===== src/rtl/shifter_pipe.sv =====
// -----------------------------------------------------------------------------
// shifter_pipe
//
// Two-stage pipelined barrel shifter for the ALU datapath. It sits between the
// ALU operand muxes and the ALU result mux.
//
// Supported operations (opcode on Signal):
//   SLL  6'b000000  logical left, zero fill from the LSB
//   SRL  6'b000010  logical right, zero fill from the MSB
//   SRA  6'b000011  arithmetic right, MSB replicated
//   ROTR 6'b000110  rotate right (only when SHIFTER_ROT_EN is defined)
// Any other opcode yields dataOut = 0 with err = 1. Such an operation still
// travels through the pipeline and handshakes like any other.
//
// Build option:
//   `define SHIFTER_ROT_EN  builds the rotate path and accepts ROTR. Without
//                           it, no wrap logic exists and ROTR is unsupported.
//
// Ports:
//   clk        rising-edge clock
//   reset      asynchronous, active-low; clears all state
//   in_valid   operand/opcode present
//   in_ready   stage 1 can accept this cycle
//   dataA      value to shift (WIDTH bits)
//   dataB      shift amount; only dataB[SHW-1:0] is used
//   Signal     6-bit opcode
//   out_valid  result present
//   out_ready  downstream accepts the result
//   dataOut    shifted result (WIDTH bits)
//   err        presented result had an unsupported opcode (qualified by out_valid)
//
// Parameter:
//   WIDTH      operand width, a power of two and at least 8. SHW = log2(WIDTH).
//
// Latency is two cycles: a transfer at edge N shows out_valid after edge N+1.
// -----------------------------------------------------------------------------
module shifter_pipe #(
  parameter int WIDTH = 32
) (
  input  logic             clk,
  input  logic             reset,
  input  logic             in_valid,
  output logic             in_ready,
  input  logic [WIDTH-1:0] dataA,
  input  logic [WIDTH-1:0] dataB,
  input  logic [5:0]       Signal,
  output logic             out_valid,
  input  logic             out_ready,
  output logic [WIDTH-1:0] dataOut,
  output logic             err
);

  localparam int SHW = $clog2(WIDTH);

  if ((WIDTH < 8) || ((WIDTH & (WIDTH - 1)) != 0)) begin : g_width_check
    $error("shifter_pipe: WIDTH must be a power of two and at least 8");
  end

  localparam logic [5:0] OP_SLL  = 6'b000000;
  localparam logic [5:0] OP_SRL  = 6'b000010;
  localparam logic [5:0] OP_SRA  = 6'b000011;
`ifdef SHIFTER_ROT_EN
  localparam logic [5:0] OP_ROTR = 6'b000110;
`endif

  typedef enum logic [1:0] {
    MODE_SLL  = 2'd0,
    MODE_SRL  = 2'd1,
    MODE_SRA  = 2'd2,
    MODE_ROTR = 2'd3
  } mode_t;

  // ---------------------------------------------------------------------------
  // Input side: opcode decode and handshake
  // ---------------------------------------------------------------------------
  mode_t           mode_d;
  logic            err_d;
  logic [SHW-1:0]  sh_d;
  logic            unused_b;

  // The upper shift-amount bits are deliberately ignored.
  assign unused_b = ^dataB[WIDTH-1:SHW];
  assign sh_d     = dataB[SHW-1:0];

  always_comb begin
    mode_d = MODE_SLL;
    err_d  = 1'b0;
    case (Signal)
      OP_SLL:  mode_d = MODE_SLL;
      OP_SRL:  mode_d = MODE_SRL;
      OP_SRA:  mode_d = MODE_SRA;
`ifdef SHIFTER_ROT_EN
      OP_ROTR: mode_d = MODE_ROTR;
`endif
      default: err_d  = 1'b1;
    endcase
  end

  logic             vld_p1;
  logic [WIDTH-1:0] a_p1;
  logic [SHW-1:0]   sh_p1;
  mode_t            mode_p1;
  logic             err_p1;

  logic             vld_p2;
  logic [WIDTH-1:0] dout_p2;
  logic             err_p2;

  logic             ready_p2;
  logic             load_p1;
  logic             load_p2;

  // Stage 2 frees up when it is empty or being drained this cycle; stage 1
  // frees up when it is empty or can hand its contents to stage 2. This lets
  // unload, advance and accept all happen on the same edge.
  assign ready_p2 = !vld_p2 || out_ready;
  assign in_ready = !vld_p1 || ready_p2;
  assign load_p1  = in_valid && in_ready;
  assign load_p2  = vld_p1 && ready_p2;

  // ---------------------------------------------------------------------------
  // Stage 1 register: operand, shift amount, decoded mode, error flag
  // ---------------------------------------------------------------------------
  always_ff @(posedge clk or negedge reset) begin
    if (!reset) begin
      vld_p1 <= 1'b0;
    end else if (in_ready) begin
      vld_p1 <= in_valid;
    end
  end

  always_ff @(posedge clk or negedge reset) begin
    if (!reset) begin
      a_p1    <= '0;
      sh_p1   <= '0;
      mode_p1 <= MODE_SLL;
      err_p1  <= 1'b0;
    end else if (load_p1) begin
      a_p1    <= dataA;
      sh_p1   <= sh_d;
      mode_p1 <= mode_d;
      err_p1  <= err_d;
    end
  end

  // ---------------------------------------------------------------------------
  // Shift network between stage 1 and stage 2
  // ---------------------------------------------------------------------------
  // One right-shift network serves every mode. SLL is done by reversing the
  // bit order on the way in and on the way out, so a right shift with zero
  // fill becomes a left shift with zero fill.
  logic             rev_sel;
  logic             fill;
  logic [WIDTH-1:0] a_rev;
  logic [WIDTH-1:0] net_in;
  logic [WIDTH-1:0] net_out;
  logic [WIDTH-1:0] net_rev;
  logic [WIDTH-1:0] shift_res;
`ifdef SHIFTER_ROT_EN
  logic             rot;
  assign rot = (mode_p1 == MODE_ROTR);
`endif

  assign rev_sel = (mode_p1 == MODE_SLL);
  assign fill    = (mode_p1 == MODE_SRA) && a_p1[WIDTH-1];
  assign a_rev   = {<<{a_p1}};
  assign net_in  = rev_sel ? a_rev : a_p1;

  // Log-stage k moves the word right by 2^k when sh_p1[k] is set. The bits
  // entering at the top are either the fill bit or, for rotate, the bits that
  // just left at the bottom.
  for (genvar k = 0; k < SHW; k++) begin : g_stage
    localparam int D = 1 << k;
    logic [WIDTH-1:0] src;
    logic [WIDTH-1:0] dst;
    logic [D-1:0]     wrap;

    if (k == 0) begin : g_first
      assign src = net_in;
    end else begin : g_next
      assign src = g_stage[k-1].dst;
    end

`ifdef SHIFTER_ROT_EN
    assign wrap = rot ? src[D-1:0] : {D{fill}};
`else
    assign wrap = {D{fill}};
`endif

    assign dst = sh_p1[k] ? {wrap, src[WIDTH-1:D]} : src;
  end

  assign net_out   = g_stage[SHW-1].dst;
  assign net_rev   = {<<{net_out}};
  assign shift_res = rev_sel ? net_rev : net_out;

  // ---------------------------------------------------------------------------
  // Stage 2 register: result, error flag, output valid
  // ---------------------------------------------------------------------------
  always_ff @(posedge clk or negedge reset) begin
    if (!reset) begin
      vld_p2 <= 1'b0;
    end else if (ready_p2) begin
      vld_p2 <= vld_p1;
    end
  end

  // Loading only on a transfer keeps dataOut/err frozen while stalled.
  always_ff @(posedge clk or negedge reset) begin
    if (!reset) begin
      dout_p2 <= '0;
      err_p2  <= 1'b0;
    end else if (load_p2) begin
      dout_p2 <= err_p1 ? '0 : shift_res;
      err_p2  <= err_p1;
    end
  end

  assign out_valid = vld_p2;
  assign dataOut   = dout_p2;
  assign err       = err_p2;

endmodule


===== config.mk =====
export PLATFORM = sky130hd
export DESIGN_NAME = shifter_pipe
export DESIGN_NICKNAME = d
export VERILOG_FILES = /design/src/rtl/shifter_pipe.sv
export SDC_FILE = /design/constraint.sdc
export NUM_CORES = 1
export LEC_CHECK = 0
export ABC_AREA = 1
export BUFFER_PORTS_ARGS = -buffer_cell sky130_fd_sc_hd__buf_4
export CORE_MARGIN = 2
export CORE_UTILIZATION = 38
export DETAILED_ROUTE_END_ITERATION = 16
export GPL_TIMING_DRIVEN = 1
export PLACE_DENSITY = 0.56
export SETUP_SLACK_MARGIN = 0.4
export SLEW_MARGIN = 40
export SYNTH_ARGS = -nofsm -noshare
export SYNTH_HDL_FRONTEND = slang
export SYNTH_SLANG_ARGS = --single-unit

===== constraint.sdc =====
create_clock -name clk -period 2.04 [get_ports clk]
set_input_delay 0.102 -clock clk [delete_from_list [all_inputs] [get_ports clk]]
set_output_delay 0.102 -clock clk [all_outputs]
set_load 0.05 [all_outputs]

==> results.txt, run 1 <==
RSZ-0062 raised after global routing = yes
wirelength, routed = 19400 um
# setup viols final = 14
Starting Density = 39.1%
sequential share of the synthesized area = 34.4%
CP Launch Type = flop
Die Area = 15300 sq um
CTS tree = built
top cell family by delay on the critical path = simple AND/OR/NAND/NOR gates
Final ANT Viol Nets = 0
Gate power share = 54.6%
Syn Inst Count = 868
post-layout net count = 1043
Worst Clk Skew = 0.00673 ns
worst r2r dst = dataOut[26]
post-synth top area cell = dfrtp_1
synthesized net count = 942
reg2reg setup slack = -0.07 ns
worst r2r path cells = 13
WL/cell = 16.8 um
Worst Path Buf+Inv = 3
Hold Crit Start = out_ready
total grt overflow = 0
Worst EP arrival = 2.36 ns
Max-slew headroom = 57.1%
Clock Path Buffers = 2
Worst Path Required = 2.28 ns
Final Hold Viols = 0
CP endpoint kind = flop
largest net degree at the start of global routing = 73
slew at the pin closest to its max-slew limit = 0.643 ns
Worst Setup Slack, final = -0.0745 ns
Die Wd = 124 um
CP max FO = 5
Ports = 109
Internal = 0.00453 W
DR pass1 iterations = 6
worst r2r src = mode_p1[1]
Largest stage delay, worst path = 0.44 ns
fraction of layout cells with a size suffix above 1 = 33.6%
crit share post-route = 104%
CP max-delay cell = dfrtp_2
antenna violations before repair = 0
HP Class = input pin to flop
Post-route DRC = 0
H-tree lvl count = 3
Tmin final = 2.11 ns
synthesized area = 5450 sq um
GP Congestion = 0.866
Synth top area share = 34.4%
# rows = 43
Hold Path Depth = 4
Yosys cell types = 21
CORE AREA = 13900 sq um
gr usage total = 25.5%
ant diodes = 0
port bufs = 81
Psw = 0.00402 W
failing checks = setup timing
layout overhead on the synthesized area = 46.4%
Die H = 124 um
Vias/cell = 5.50
Setup CP Type = flop to flop
IR Drop Worst-Case VDD = 474 uV
clock transition at the registers of the reported paths = 0.06 ns
syn avg cell area = 6.28 sq um
total power = 0.00855 W
first-pass GRT wire length = 30100 um
Hold Slack = 0.0432 ns
Clock Power Share = 22.3%
status = finished, violations left
synth top area cells = dfrtp_1 34%, nand3_1 27%, nand2_1 23%, o21ai_0 3.7%, buf_2 2.9%
max-slew violation count = 0
post-DP HPWL = 12800 um
Clk Latency, worst-skew pair = 0.35 ns
yosys synthesis warning count = 0
vias in the first global route = 6107
Yosys reg bits = 75
register share of total power = 23.2%
achievable frequency = 0.473 GHz
P_leak = 4.01 nW
1st-iter DRT viols = 432
max_cap viols = 0
clock sink count = 75
CTS buffer count = 9
Endpoint, Worst Hold = vld_p1
pwr dens = 1070 nW/um^2
most used cell, CP = nand3_1
CP cell instances = nor2_4 > buf_6 > buf_12 > buf_4 > nand2_2 > nand3_1 > nand3_1 > nand3_1 > nand3_1 > nand3_2 > nand3_2 > nand3_2 > nand2_1
sw frac = 47.0%
routed via count = 6343
root buffer selected by CTS = clkbuf_16
[layer usage]
metal | track usage [%] | wire [um] | part of all wire (%)
met2 | 42.2 | 9100 | 47
met5 | 0 | 0 | 0
met1 | 33.8 | 8850 | 46
met3 | 4.26 | 1010 | 5.2
met4 | 8.66 | 409 | 2.1
[logic make-up (layout without fill, tap and decap cells)]
| kind of cell | after synthesis | after routing | synth area share, % |
|---|---|---|---|
| and+or+nand+nor | 649 | 649 | 52.7 |
| buffers and inverters | 102 | 208 | 8.95 |
| AOI/OAI and AO/OA | 42 | 42 | 3.90 |
| DFF | 75 | 75 | 34.4 |
[synth_stat cells]
| cell | number |
|---|---|
| nand3_1 | 293 |
| buf_8 | 1 |
| nand4_1 | 1 |
| o21a_1 | 1 |
| nand2_2 | 12 |
| o21ai_0 | 40 |
| nor2_1 | 5 |
| nor2_2 | 1 |
| buf_12 | 1 |
| clkinv_1 | 1 |
| inv_2 | 2 |
| buf_4 | 2 |
| a21oi_1 | 1 |
| dfrtp_1 | 75 |
| buf_1 | 4 |
| buf_6 | 4 |
| nand2_1 | 331 |
| nand3_2 | 6 |
| buf_2 | 32 |
| clkbuf_1 | 17 |
| inv_1 | 38 |
[through the flow]
step           instances  setup WS [ns]  TNS (ns)  utilization [%]  instance area, sq um
6_report            1154        -0.0745    -0.334             57.3                  7980
5_1_grt             1154         -0.141     -3.20             57.3                  7980
4_1_cts             1151         0.0559         0             53.9                  7510
3_5_place_dp        1089       -0.00171  -0.00171             44.6                  6220
3_3_place_gp        1089         0.0109         0             44.6                  6220
2_1_floorplan        868          0.409         0                -                  5470
[cells in the final DEF, fill, tap and decap left out, drive strengths merged]
cell / count
dlygate4sd3: 39
inv: 43
o21ai: 40
a21oi: 1
nand2: 343
buf: 109
clkinv: 2
nand3: 299
nor2: 6
nand4: 1
clkbuf: 12
dfrtp: 75
o21a: 1
bufinv: 3
[how the worst max path moves through the flow]
| stage | from | to | cells after the start |
|---|---|---|---|
| 6_report | mode_p1[1] | dataOut[26] | 13 |
| 5_1_grt | mode_p1[1] | dataOut[28] | 16 |
| 4_1_cts | mode_p1[1] | dataOut[22] | 14 |
| 3_5_place_dp | mode_p1[1] | dataOut[26] | 13 |
| 3_3_place_gp | mode_p1[1] | dataOut[26] | 11 |
| 2_1_floorplan | out_valid | sh_p1[3] | 7 |
[timing repair]
action | in CTS | in global routing
endpoints found under the setup margin | 32 | 32
resized for setup | 101 | 92
hold buffers | 39 | 0
pin swaps | 11 | 38
buffers inserted | 5 | 0
hold endpoints to repair | 100 | 0
cloned | 2 | 3
[tightest hold or removal path, delay by kind of cell]
family                 cells  cell delay (ns)
buffers and inverters      2             0.13
AND/OR/NAND/NOR            2             0.12
[layout make-up]
type	instances	area, sq um
Fill cell	1371	5950
Inverter	41	154
Clock inverter	7	121
Multi-Input combinational cell	691	3950
Clock buffer	9	225
Sequential cell	75	1880
Timing Repair Buffer	151	1430
Tap cell	180	225
[registers in the layout, indices dropped and copies added, names as in the netlist]
register / flops
sh_p1: 5
out_valid: 1
err: 1
vld_p1: 1
mode_p1: 2
dataOut: 32
a_p1: 32
err_p1: 1
[power groups by stage]
stage	sequential (W)	combinational, W	clock [W]
2_1_floorplan	0.00267	0.00208	0
3_3_place_gp	0.00200	0.00383	0
3_5_place_dp	0.00200	0.00385	0
4_1_cts	0.00198	0.00427	0.00193
5_1_grt	0.00203	0.00508	0.00200
6_report	0.00198	0.00467	0.00190
No activity file was read; power rests on OpenSTA's default activity.
==> run 2, diff against run 1 <==
--- a/config.mk
+++ b/config.mk
@@ -5,9 +5,7 @@
 export SDC_FILE = /design/constraint.sdc
 export NUM_CORES = 1
 export LEC_CHECK = 0
-export ABC_AREA = 1
 export BUFFER_PORTS_ARGS = -buffer_cell sky130_fd_sc_hd__buf_4
-export CORE_MARGIN = 2
 export CORE_UTILIZATION = 38
 export DETAILED_ROUTE_END_ITERATION = 16
 export GPL_TIMING_DRIVEN = 1
==> run 2 against run 1 <==
  * The run still ends with setup timing left
  * Global-route usage is 5.1 points higher
  * First-iteration DRC count shrank 1.4%
  * Final cell count fell by 16%
  * Critical path type unchanged
  * Combinational power fell by 7.3%
  * Highest routed layer unchanged
==> results.txt, run 2 <==
total power = 0.00788 W
synthesized net count = 585
wirelength, routed = 22100 um
post-DP HPWL = 16700 um
fin util = 63.2%
Clock Path Buffers = 2
Internal = 0.00471 W
CP endpoint kind = flop
syn avg cell area = 10.5 sq um
Worst Clk Skew = 0.0112 ns
IR Drop Worst-Case VDD = 467 uV
Vias/cell = 5.87
largest net degree at the start of global routing = 39
total grt overflow = 0
CTS tree = built
Syn Inst Count = 511
post-synth top area cell = dfrtp_1
Die Area = 14600 sq um
Worst EP arrival = 2.85 ns
Yosys cell types = 66
first-pass GRT wire length = 33000 um
clock sink count = 75
final std cell area, no fill = 8740 sq um
pwr dens = 902 nW/um^2
Final ANT Viol Nets = 0
crit share post-route = 128%
Gate power share = 54.9%
commonest non-fill, non-tap cell in the layout = buf_4
Die H = 121 um
CORE AREA = 13800 sq um
Worst Path Required = 2.27 ns
post-layout net count = 857
Max-slew headroom = 64.2%
yosys synthesis warning count = 0
WL/cell = 22.9 um
max_cap viols = 0
Synth top area share = 34.9%
achievable frequency = 0.382 GHz
clock transition at the registers of the reported paths = 0.07 ns
Setup CP Type = flop to flop
Ports = 109
Async SR Flop Fraction = 100%
Psw = 0.00318 W
antenna violations before repair = 0
synth top area cells = dfrtp_1 35%, mux4_2 17%, mux2_2 8.4%, nand2_1 3.4%, a22oi_1 2.8%
Tmin final = 2.62 ns
Post-route DRC = 0
Clock Power Share = 20.3%
Die Wd = 121 um
max-slew violation count = 0
most common cell in the netlist = dfrtp_1
failing checks = setup timing
Placed Area = 7610 sq um
dpl ws = -0.573 ns
top cell family by delay on the critical path = multiplexers
1st-iter DRT viols = 426
vias in the first global route = 5691
Post-synth EDFFs = 0
ant diodes = 0
sequential share of the synthesized area = 34.9%
Main synth FF type = dfrtp_1
HP Class = input pin to flop
Hold Slack = 0.0294 ns
# rows = 43
Final Hold Viols = 0
routed via count = 5686
leading cell types by count after synthesis = 75 x dfrtp_1, 48 x nand2_1, 41 x mux4_2, 40 x mux2_2, 31 x nor2_1
layout overhead on the synthesized area = 62.6%
Largest stage delay, worst path = 0.56 ns
CP max FO = 9
Worst Setup Slack, final = -0.575 ns
Worst Path Buf+Inv = 3
Clk Latency, worst-skew pair = 0.35 ns
# setup viols final = 32
GP Congestion = 0.950
H-tree lvl count = 3
CP cell instances = nor2_4 > buf_12 > buf_12 > mux4_2 > mux4_2 > nor2_2 > a221oi_2 > buf_4 > a221o_1
commonest cells after routing, fill and taps aside = 244 x buf_4, 73 x dfrtp_1, 45 x nand2_1
root buffer selected by CTS = clkbuf_16
gr usage total = 30.6%
fraction of layout cells with a size suffix above 1 = 54.9%
slew at the pin closest to its max-slew limit = 0.534 ns
Yosys reg bits = 75
CP max-delay cell = mux4_2
DR pass1 iterations = 5
port bufs = 81
sw frac = 40.3%
P_leak = 3.88 nW
status = finished, violations left
RSZ-0062 raised after global routing = yes
CTS buffer count = 9
CP Launch Type = flop
synthesized area = 5380 sq um
register share of total power = 24.9%
Starting Density = 38.9%
run 2: cell count changes after synthesis, moves of 29 or more:
cell     previous run  this run
buf_2              32         3
nand2_1           331        48
nand3_1           293         8
mux4_2              0        41
inv_1              38         4
mux2_2              0        40
run 2: kinds of logic after synthesis:
family	synth area share, %
AO/OA/AOI/OAI	21.8
buffers and inverters	3.70
flip-flops	34.9
multiplexers	28.0
AND/OR/NAND/NOR	11.6
run 2: through the flow:
| stage | TNS [ns] | std cells |
|---|---|---|
| 4_1_cts | -13.63 | 961 |
| 2_1_floorplan | -9.15 | 511 |
| 5_1_grt | -17.29 | 968 |
| 3_3_place_gp | -14.94 | 904 |
| 6_report | -14.15 | 968 |
| 3_5_place_dp | -15.69 | 904 |
run 2: worst paths after layout:
path	from	endpoint	slack, ns	depth (start not counted)
hold reg to reg	dataOut[12]	dataOut[12]	0.50	2
setup / recovery	mode_p1[0]	dataOut[29]	-0.58	9
hold / removal	out_ready	out_valid	0.03	3
min in group asynchronous	reset	dataOut[17]	0.24	2
max in group asynchronous	reset	a_p1[0]	1.22	3
setup reg to reg	mode_p1[0]	dataOut[29]	-0.58	9
run 2: what timing repair did:
item | CTS | global route
endpoints found under the hold margin | 76 | 0
hold buffers | 40 | 0
buffers inserted | 1 | 6
gates resized for setup | 39 | 40
gates cloned | 0 | 1
pin swaps | 0 | 8
endpoints found under the setup margin | 32 | 53
run 2: power by group through the flow:
stage / Clock [W] / Combinational (W) / Sequential [W]
global route: 0.00168 / 0.00455 / 0.00199
CTS: 0.00161 / 0.00408 / 0.00195
finish: 0.00160 / 0.00433 / 0.00196
global placement: 0 / 0.00383 / 0.00197
detailed placement: 0 / 0.00385 / 0.00197
floorplan: 0 / 0.00175 / 0.00233
run 2: layout make-up:
cell class,instances,area (sq um)
Sequential cell,75,1880
Tap cell,180,225
Multi-Input combinational cell,389,3840
Timing Repair Buffer,302,2490
Fill cell,1110,5080
Inverter,6,22.5
Clock buffer,11,233
Clock inverter,5,55.1
run 2: metal layers:
layer  routed length [um]  GRT usage [%]  up-vias
met3                  835           4.42       44
li1                     -              -     2577
met5                    0              0        -
met1                 9250           38.9     2874
met2                11100           51.2      191
met4                  929           14.7        0
run 2: worst register-to-register path: cells and delay by family, from the launching register on:
family                 cells  cell delay [ns]
muxes                      2             1.05
AOI/OAI and AO/OA          2             0.34
buffers and inverters      3             0.43
DFF                        1             0.43
and+or+nand+nor            2             0.25
